--- src/rtl/if_ecc_stage_pkg.sv ---
// Shared SECDED(39,32) code layout, fetch-stage bundle and FSM states.
// Position p of the code word covers check bit j when bit j of p is set.
package if_ecc_stage_pkg;

  localparam int CODE_W = 39;
  localparam int DATA_W = 32;
  localparam int CHK_W  = 6;

  localparam int CHK_POS [CHK_W] = '{1, 2, 4, 8, 16, 32};

  localparam logic [DATA_W-1:0] NOP = 32'h0000_0013;

  typedef enum logic {
    RUN  = 1'b0,
    HALT = 1'b1
  } state_e;

  typedef struct packed {
    logic [DATA_W-1:0] instr;
    logic [31:0]       pc;
    logic              valid;
    logic              corrected;
  } if_id_t;

  function automatic logic [CODE_W-1:0] syn_mask(input int j);
    logic [CODE_W-1:0] m;
    m = '0;
    for (int p = 1; p < CODE_W; p++) begin
      if (((p >> j) & 1) == 1) m = m | (CODE_W'(1) << p);
    end
    return m;
  endfunction

  function automatic int data_pos(input int k);
    int cnt;
    int pos;
    cnt = 0;
    pos = 0;
    for (int p = 1; p < CODE_W; p++) begin
      if ((p & (p - 1)) != 0) begin
        if (cnt == k) pos = p;
        cnt++;
      end
    end
    return pos;
  endfunction

endpackage

--- src/rtl/secded_39_32_dec.sv ---
// Combinational SECDED(39,32) decoder: syndrome, overall parity,
// single-bit correction and double-error detection.
module secded_39_32_dec
  import if_ecc_stage_pkg::*;
(
  input  logic [CODE_W-1:0] word_i,
  output logic [DATA_W-1:0] data_o,
  output logic              corrected_o,
  output logic              uncorrectable_o
);

  logic [CHK_W-1:0]  syn;
  logic              perr;
  logic              fix;
  logic [CODE_W-1:0] flip;
  logic [CODE_W-1:0] fixed;

  for (genvar j = 0; j < CHK_W; j++) begin : g_syn
    assign syn[j] = ^(word_i & syn_mask(j));
  end

  assign perr = ^word_i;

  always_comb begin
    corrected_o     = 1'b0;
    uncorrectable_o = 1'b0;
    fix             = 1'b0;
    unique case (1'b1)
      (syn == '0) && !perr: corrected_o = 1'b0;
      (syn == '0) && perr:  corrected_o = 1'b1;
      (syn != '0) && perr && (syn <= 6'(CODE_W - 1)): begin
        corrected_o = 1'b1;
        fix         = 1'b1;
      end
      default: uncorrectable_o = 1'b1;
    endcase
  end

  // Bit 0 never needs flipping: only data positions are extracted.
  assign flip[0] = 1'b0;
  for (genvar p = 1; p < CODE_W; p++) begin : g_flip
    assign flip[p] = fix && (syn == 6'(p));
  end

  assign fixed = word_i ^ flip;

  for (genvar k = 0; k < DATA_W; k++) begin : g_data
    localparam int POS = data_pos(k);
    assign data_o[k] = fixed[POS];
  end

endmodule

--- src/rtl/if_ecc_stage.sv ---
// Instruction fetch stage with SECDED-protected instruction memory,
// IF/ID register, halt-on-double-error and corrected-error counter.
module if_ecc_stage
  import if_ecc_stage_pkg::*;
#(
  parameter logic [31:0] RESET_PC = 32'h0000_0000,
  parameter int          CE_CNT_W = 16
) (
  input  logic                clk,
  input  logic                rst,
  input  logic                stall_i,
  input  logic                flush_i,
  input  logic [31:0]         pc_target_i,
  output logic [31:0]         imem_addr_o,
  input  logic [38:0]         imem_rdata_i,
  output logic [31:0]         instr_o,
  output logic [6:0]          op_o,
  output logic [31:0]         pc_o,
  output logic                valid_o,
  output logic                corrected_o,
  output logic                uncorrectable_o,
  output logic [CE_CNT_W-1:0] ce_count_o
);

  state_e              state_q, state_d;
  logic [31:0]         pc_q, pc_d;
  if_id_t              ifid_q, ifid_d;
  logic                unc_q, unc_d;
  logic [CE_CNT_W-1:0] cnt_q, cnt_d;

  logic [DATA_W-1:0]   dec_data;
  logic                dec_corr;
  logic                dec_unc;

  secded_39_32_dec u_dec (
    .word_i          (imem_rdata_i),
    .data_o          (dec_data),
    .corrected_o     (dec_corr),
    .uncorrectable_o (dec_unc)
  );

  always_comb begin
    state_d = state_q;
    pc_d    = pc_q;
    ifid_d  = ifid_q;
    unc_d   = unc_q;
    cnt_d   = cnt_q;
    unique case (state_q)
      RUN: begin
        unique case (1'b1)
          flush_i: begin
            pc_d             = pc_target_i;
            ifid_d.valid     = 1'b0;
            ifid_d.corrected = 1'b0;
          end
          !flush_i && stall_i: begin
            pc_d = pc_q;
          end
          !flush_i && !stall_i && dec_unc: begin
            ifid_d.valid     = 1'b0;
            ifid_d.corrected = 1'b0;
            unc_d            = 1'b1;
            state_d          = HALT;
          end
          default: begin
            ifid_d.instr     = dec_data;
            ifid_d.pc        = pc_q;
            ifid_d.valid     = 1'b1;
            ifid_d.corrected = dec_corr;
            pc_d             = pc_q + 32'd4;
            if (dec_corr && !(&cnt_q)) cnt_d = cnt_q + CE_CNT_W'(1);
          end
        endcase
      end
      HALT: begin
        ifid_d.valid     = 1'b0;
        ifid_d.corrected = 1'b0;
      end
      default: state_d = RUN;
    endcase
  end

  always_ff @(posedge clk or posedge rst) begin
    if (rst) begin
      state_q <= RUN;
      pc_q    <= RESET_PC;
      ifid_q  <= '{instr: NOP, pc: '0, valid: 1'b0, corrected: 1'b0};
      unc_q   <= 1'b0;
      cnt_q   <= '0;
    end else begin
      state_q <= state_d;
      pc_q    <= pc_d;
      ifid_q  <= ifid_d;
      unc_q   <= unc_d;
      cnt_q   <= cnt_d;
    end
  end

  assign imem_addr_o     = pc_q;
  assign instr_o         = ifid_q.instr;
  assign op_o            = ifid_q.instr[6:0];
  assign pc_o            = ifid_q.pc;
  assign valid_o         = ifid_q.valid;
  assign corrected_o     = ifid_q.corrected;
  assign uncorrectable_o = unc_q;
  assign ce_count_o      = cnt_q;

endmodule

--- config.mk ---
export PLATFORM = sky130hd
export DESIGN_NAME = if_ecc_stage
export DESIGN_NICKNAME = d
export VERILOG_FILES = /design/src/rtl/if_ecc_stage_pkg.sv /design/src/rtl/secded_39_32_dec.sv /design/src/rtl/if_ecc_stage.sv
export SDC_FILE = /design/constraint.sdc
export NUM_CORES = 1
export LEC_CHECK = 0
export CAP_MARGIN = 20
export CORE_ASPECT_RATIO = 0.6
export CORE_UTILIZATION = 35
export DETAILED_ROUTE_END_ITERATION = 10
export GPL_TIMING_DRIVEN = 1
export PLACE_DENSITY_LB_ADDON = 0.12
export SETUP_SLACK_MARGIN = 0.4
export SLEW_MARGIN = 20
export SYNTH_ARGS = -nofsm -noshare
export SYNTH_HDL_FRONTEND = slang
export SYNTH_SLANG_ARGS = --single-unit
--- constraint.sdc ---
create_clock -name clk -period 3.8 [get_ports clk]
set_input_delay 0.57 -clock clk [delete_from_list [all_inputs] [get_ports clk]]
set_output_delay 0.57 -clock clk [all_outputs]
set_load 0.02 [all_outputs]
==> summary.md <==
The post-route standard cell area excluding fillers came out at 10,200 um^2. Detailed placement finished with a half-perimeter wire length of 15,400 um. Once detail routing completed, the nets flagged for antenna violations numbered 0.

Data on the critical path is required at its endpoint by 4.10 ns. For this run, design rule violations remaining after detail routing come to 30. The initial antenna violation count was 0.

The cell count after synthesis came out at 653. In the final routed layout, each cell accounts on average for 18.2 um. The logs give 21,000 um for the total wire length and 4 for the level count of the clock H-tree. The run gives 27.7% as the share of power burned in registers. Clock-pin slew was measured on the worst setup and hold paths at 0.06 ns. End of the worst register-to-register path: imem_addr_o[31]$_DFFE_PP0P_. TritonCTS built the clock tree. The first global-routing pass estimated 32,500 um of wire. The logs give 2 for the maximum clock insertion buffer count and 9180 um^2 for the cell area after placement. Based on the critical path, the design can be clocked at up to 299 MHz. In this run switching power makes up 39.6% of total power.

Setup violations remaining at the end of the flow were counted as 0. The largest fanout on the critical path is 7, and the total net switching power is 2.87 mW. The cell sitting at the root of the clock tree is a sky130_fd_sc_hd__clkbuf_16. Dividing the detail-routed via count by the number of cells gives 5.14. In this run, the number of DRC markers left after iteration 0 of detailed routing was 548.

The residual overflow from global routing is 0. The worst setup path is launched from a primary input. When the netlist entered floorplanning its net count stood at 730. The number of enable-type register cells in the synthesized netlist is 0, and the number of register bits inferred by synthesis is 116. The number of global-route vias before repair was 5,744. Combinational logic burns 50.6% of the power.

Leakage power summed over all cells: 4.53 nW. Headroom to the max-slew limit came out at 24.9%. The worst hold path passes through 2 cells. The data arrival time of the critical path is 3.64 ns. By startpoint and endpoint, the worst setup path is classified as primary input to flip-flop. The first detailed-routing pass ran for 8 iterations. The power density relative to cell area is 708 nW/um^2, and the share of layout cells above drive strength 1 is 17.4%. Global routing used 21.8% of the available tracks across all layers.

In this run the most critical hold path is launched from instr_o[1]$_DFFE_PP1P_. The logs give 38 for the number of placement rows and 0 for the max-cap violation count. Setup slack on the worst reg-to-reg path comes out at 0.93 ns. After layout, the worst path uses 87.9% of the clock period. For this block, the via count after detailed routing is 5,952. 197 I/O pins were placed. The tools report the nature of the critical path endpoint as a flip-flop. The share of the Yosys chip area taken by registers is 44.0%. Startpoint of the worst register-to-register path: imem_addr_o[14]$_DFFE_PP0P_. The relative contribution of the clock network to total power came out at 21.7%.

The number of input and output port buffers inserted was 196; the hold violation count in the final report was 0. The die covers 19,500 um^2. Entering global routing, the biggest net connects 117 pins. Counting flops with an async set or reset pin after synthesis yields a share of 100%. The later pin in the worst-skew pair is clocked with a latency of 0.42 ns. The die extent in x came out at 179 um.

Type of the most critical hold path: flip-flop to flip-flop. The internal power of the cells totals 4.38 mW. CTS saw 116 sinks.

For the pin with the worst max-slew slack, the measured transition is 1.13 ns. For this run, the share of the core covered by cells in the final layout is 56.1%. For the worst flop-to-flop path, the logic depth is 9.

The number of buffers created by CTS is 17. During synthesis, Yosys emitted a total of 0 warnings. The run finished, with violations left.

Setup repair after global routing could not meet its margin everywhere. Relative to the synthesized area, the layout overhead comes to 54.8%. The number of pins exceeding their max-slew limit in the final report came out at 0. For the final database, setup skew stands at 0.00900 ns.

VDD sags by at most 0.327 mV. The average footprint of a synthesized cell was 10.1 um^2; the placeable core region was 18,300 um^2. The repair_antennas step left the layout with diodes totalling 0. The checks that failed: DRC.

The endpoint of the worst hold path was instr_o[1]$_DFFE_PP1P_. The number of nets in the layout was 982. For the finished layout, the period the worst path requires is 3.34 ns. Routability-driven placement finished with a final weighted congestion of 0.907. The flip-flop cell with the highest count after synthesis is sky130_fd_sc_hd__dfrtp_1.

The mapped netlist covers 6610 um^2. The number of distinct library cell variants in the gate-level netlist after synthesis is 69, and the floorplan die height is 108 um. For this configuration, the core starts out at a cell density of 36.2%.
## synth_stat cells, types with 4 or more instances
master | n | area share [%]
sky130_fd_sc_hd__o21ai_1 | 36 | 2.7
sky130_fd_sc_hd__nand3_1 | 20 | 1.5
sky130_fd_sc_hd__nor2_1 | 49 | 2.8
sky130_fd_sc_hd__dfrtp_1 | 113 | 43
sky130_fd_sc_hd__nand2b_1 | 4 | 0.38
sky130_fd_sc_hd__a22oi_1 | 5 | 0.57
sky130_fd_sc_hd__buf_4 | 12 | 1.4
sky130_fd_sc_hd__buf_2 | 6 | 0.45
sky130_fd_sc_hd__and2_1 | 4 | 0.38
sky130_fd_sc_hd__nand2_1 | 100 | 5.7
sky130_fd_sc_hd__o211ai_1 | 8 | 0.91
sky130_fd_sc_hd__nand4_1 | 4 | 0.38
sky130_fd_sc_hd__o311ai_0 | 5 | 0.66
sky130_fd_sc_hd__xnor2_1 | 66 | 8.7
sky130_fd_sc_hd__clkbuf_1 | 11 | 0.62
sky130_fd_sc_hd__mux2_1 | 28 | 4.8
sky130_fd_sc_hd__xnor2_2 | 4 | 0.98
sky130_fd_sc_hd__or3_1 | 4 | 0.38
sky130_fd_sc_hd__xor2_1 | 34 | 4.5
sky130_fd_sc_hd__o311a_1 | 5 | 0.76
sky130_fd_sc_hd__o311ai_1 | 16 | 2.1
sky130_fd_sc_hd__nor2b_1 | 4 | 0.38
sky130_fd_sc_hd__and3_1 | 11 | 1.0
sky130_fd_sc_hd__inv_1 | 14 | 0.79
sky130_fd_sc_hd__xnor3_1 | 9 | 3.1
sky130_fd_sc_hd__nor3_1 | 16 | 1.2
sky130_fd_sc_hd__a21oi_1 | 4 | 0.30
## sequential cells by signal, indices dropped and copies added, names as in the netlist
name	flops
valid_o	1
ce_count_o	16
state_q	1
imem_addr_o	32
instr_o	32
corrected_o	1
uncorrectable_o	1
pc_o	32
## power by group through the flow
stage	logic, mW	clock network, mW	registers [mW]
2_1_floorplan	1.37	0	2.41
3_3_place_gp	3.36	0	1.99
3_5_place_dp	3.39	0	2.02
4_1_cts	3.43	1.61	2.01
6_report	3.67	1.57	2.01
5_1_grt	3.89	1.66	2.07
## per-stage QoR
step | hold WS, ns | std cells | power [mW] | setup WS [ns] | setup TNS, ns
after floorplan | 0.501 | 653 | 3.78 | 0.683 | 0
after global placement | 0.464 | 1108 | 5.35 | -0.00538 | -0.00538
after detailed placement | 0.460 | 1108 | 5.42 | -0.0564 | -0.186
after CTS | 0.482 | 1142 | 7.05 | 0.384 | 0
after global routing | 0.500 | 1158 | 7.62 | 0.375 | 0
final | 0.481 | 1158 | 7.25 | 0.460 | 0
## per-layer routing
layer	wire (um)	part of all wire (%)	global-route usage [%]	up-vias
li1	-	-	-	2790
met1	10900	52	33.8	2913
met2	8270	39	28.5	229
met3	1690	8.0	6.13	20
met4	207	0.98	6.03	0
met5	0	0	0	-
## final cells by class
cell class | instances | area, um^2
clock buffer | 20 | 447
clock inverter | 12 | 130
fill | 1583 | 8020
inverter | 14 | 56.3
multi-input combinational | 493 | 3780
sequential | 116 | 2910
tap | 240 | 300
timing repair buffer | 263 | 2610
## worst max path at each step
stage,cells after the start,slack [ns],startpoint,to
global route,11,0.37,imem_rdata_i[18],ce_count_o[15]$_DFFE_PP0P_
detailed placement,11,-0.06,imem_rdata_i[5],imem_addr_o[27]$_DFFE_PP0P_
global placement,10,-0.005,imem_rdata_i[33],imem_addr_o[30]$_DFFE_PP0P_
finish,11,0.46,imem_rdata_i[10],imem_addr_o[30]$_DFFE_PP0P_
CTS,11,0.38,imem_rdata_i[30],pc_o[19]$_DFFE_PP0P_
floorplan,9,0.68,imem_rdata_i[33],imem_addr_o[30]$_DFFE_PP0P_
## kinds of logic (layout without fill, tap and decap cells)
| group | count (synthesis) | in the layout | synth area share [%] |
|---|---|---|---|
| muxes | 30 | 30 | 5.09 |
| buffers and inverters | 45 | 309 | 3.35 |
| adders and majority gates | 2 | 2 | 0.378 |
| and+or+nand+nor | 236 | 237 | 16.5 |
| DFF | 116 | 116 | 44.0 |
| xor gates and xnor gates | 116 | 116 | 18.3 |
| AOI/OAI and AO/OA | 108 | 108 | 12.4 |
## what timing repair did
action,CTS,global route
setup buffers,1,16
hold buffers,0,0
pin swaps,1,19
resized for setup,2,64
setup endpoints to repair,6,104
gates cloned,1,0
## critical path, stage by stage
cell and delay (ns):
sky130_fd_sc_hd__clkdlybuf4s50_1 0.56, sky130_fd_sc_hd__xnor2_1 0.33, sky130_fd_sc_hd__xnor2_2 0.16, sky130_fd_sc_hd__xnor2_2 0.36, sky130_fd_sc_hd__xnor2_1 0.17, sky130_fd_sc_hd__o41ai_2 0.31
sky130_fd_sc_hd__a21o_2 0.23, sky130_fd_sc_hd__buf_4 0.13, sky130_fd_sc_hd__nand4_4 0.17, sky130_fd_sc_hd__o311a_1 0.39, sky130_fd_sc_hd__a211o_1 0.27
## layout by cell type, fill, tap and decap left out, drive strengths merged, types with 4 or more instances in the layout
cell | netlist | routed
a21oi | 4 | 4
buf | 20 | 67
xor2 | 35 | 35
nand2 | 102 | 102
nand4 | 5 | 6
nor2 | 49 | 49
clkbuf | 11 | 21
o311a | 5 | 5
a211oi | 4 | 4
clkinv | 0 | 7
and2 | 5 | 5
clkdlybuf4s50 | 0 | 174
nor2b | 4 | 4
o311ai | 22 | 22
a22oi | 5 | 5
nand3 | 21 | 21
o21ai | 36 | 36
nand2b | 4 | 4
mux2 | 29 | 29
and3 | 11 | 11
xnor2 | 70 | 70
dlymetal6s2s | 0 | 21
nor3 | 16 | 16
or3 | 4 | 4
xnor3 | 10 | 10
dfrtp | 113 | 113
or2 | 6 | 6
inv | 14 | 14
o211ai | 8 | 8
Power figures use the tool's default switching activity.
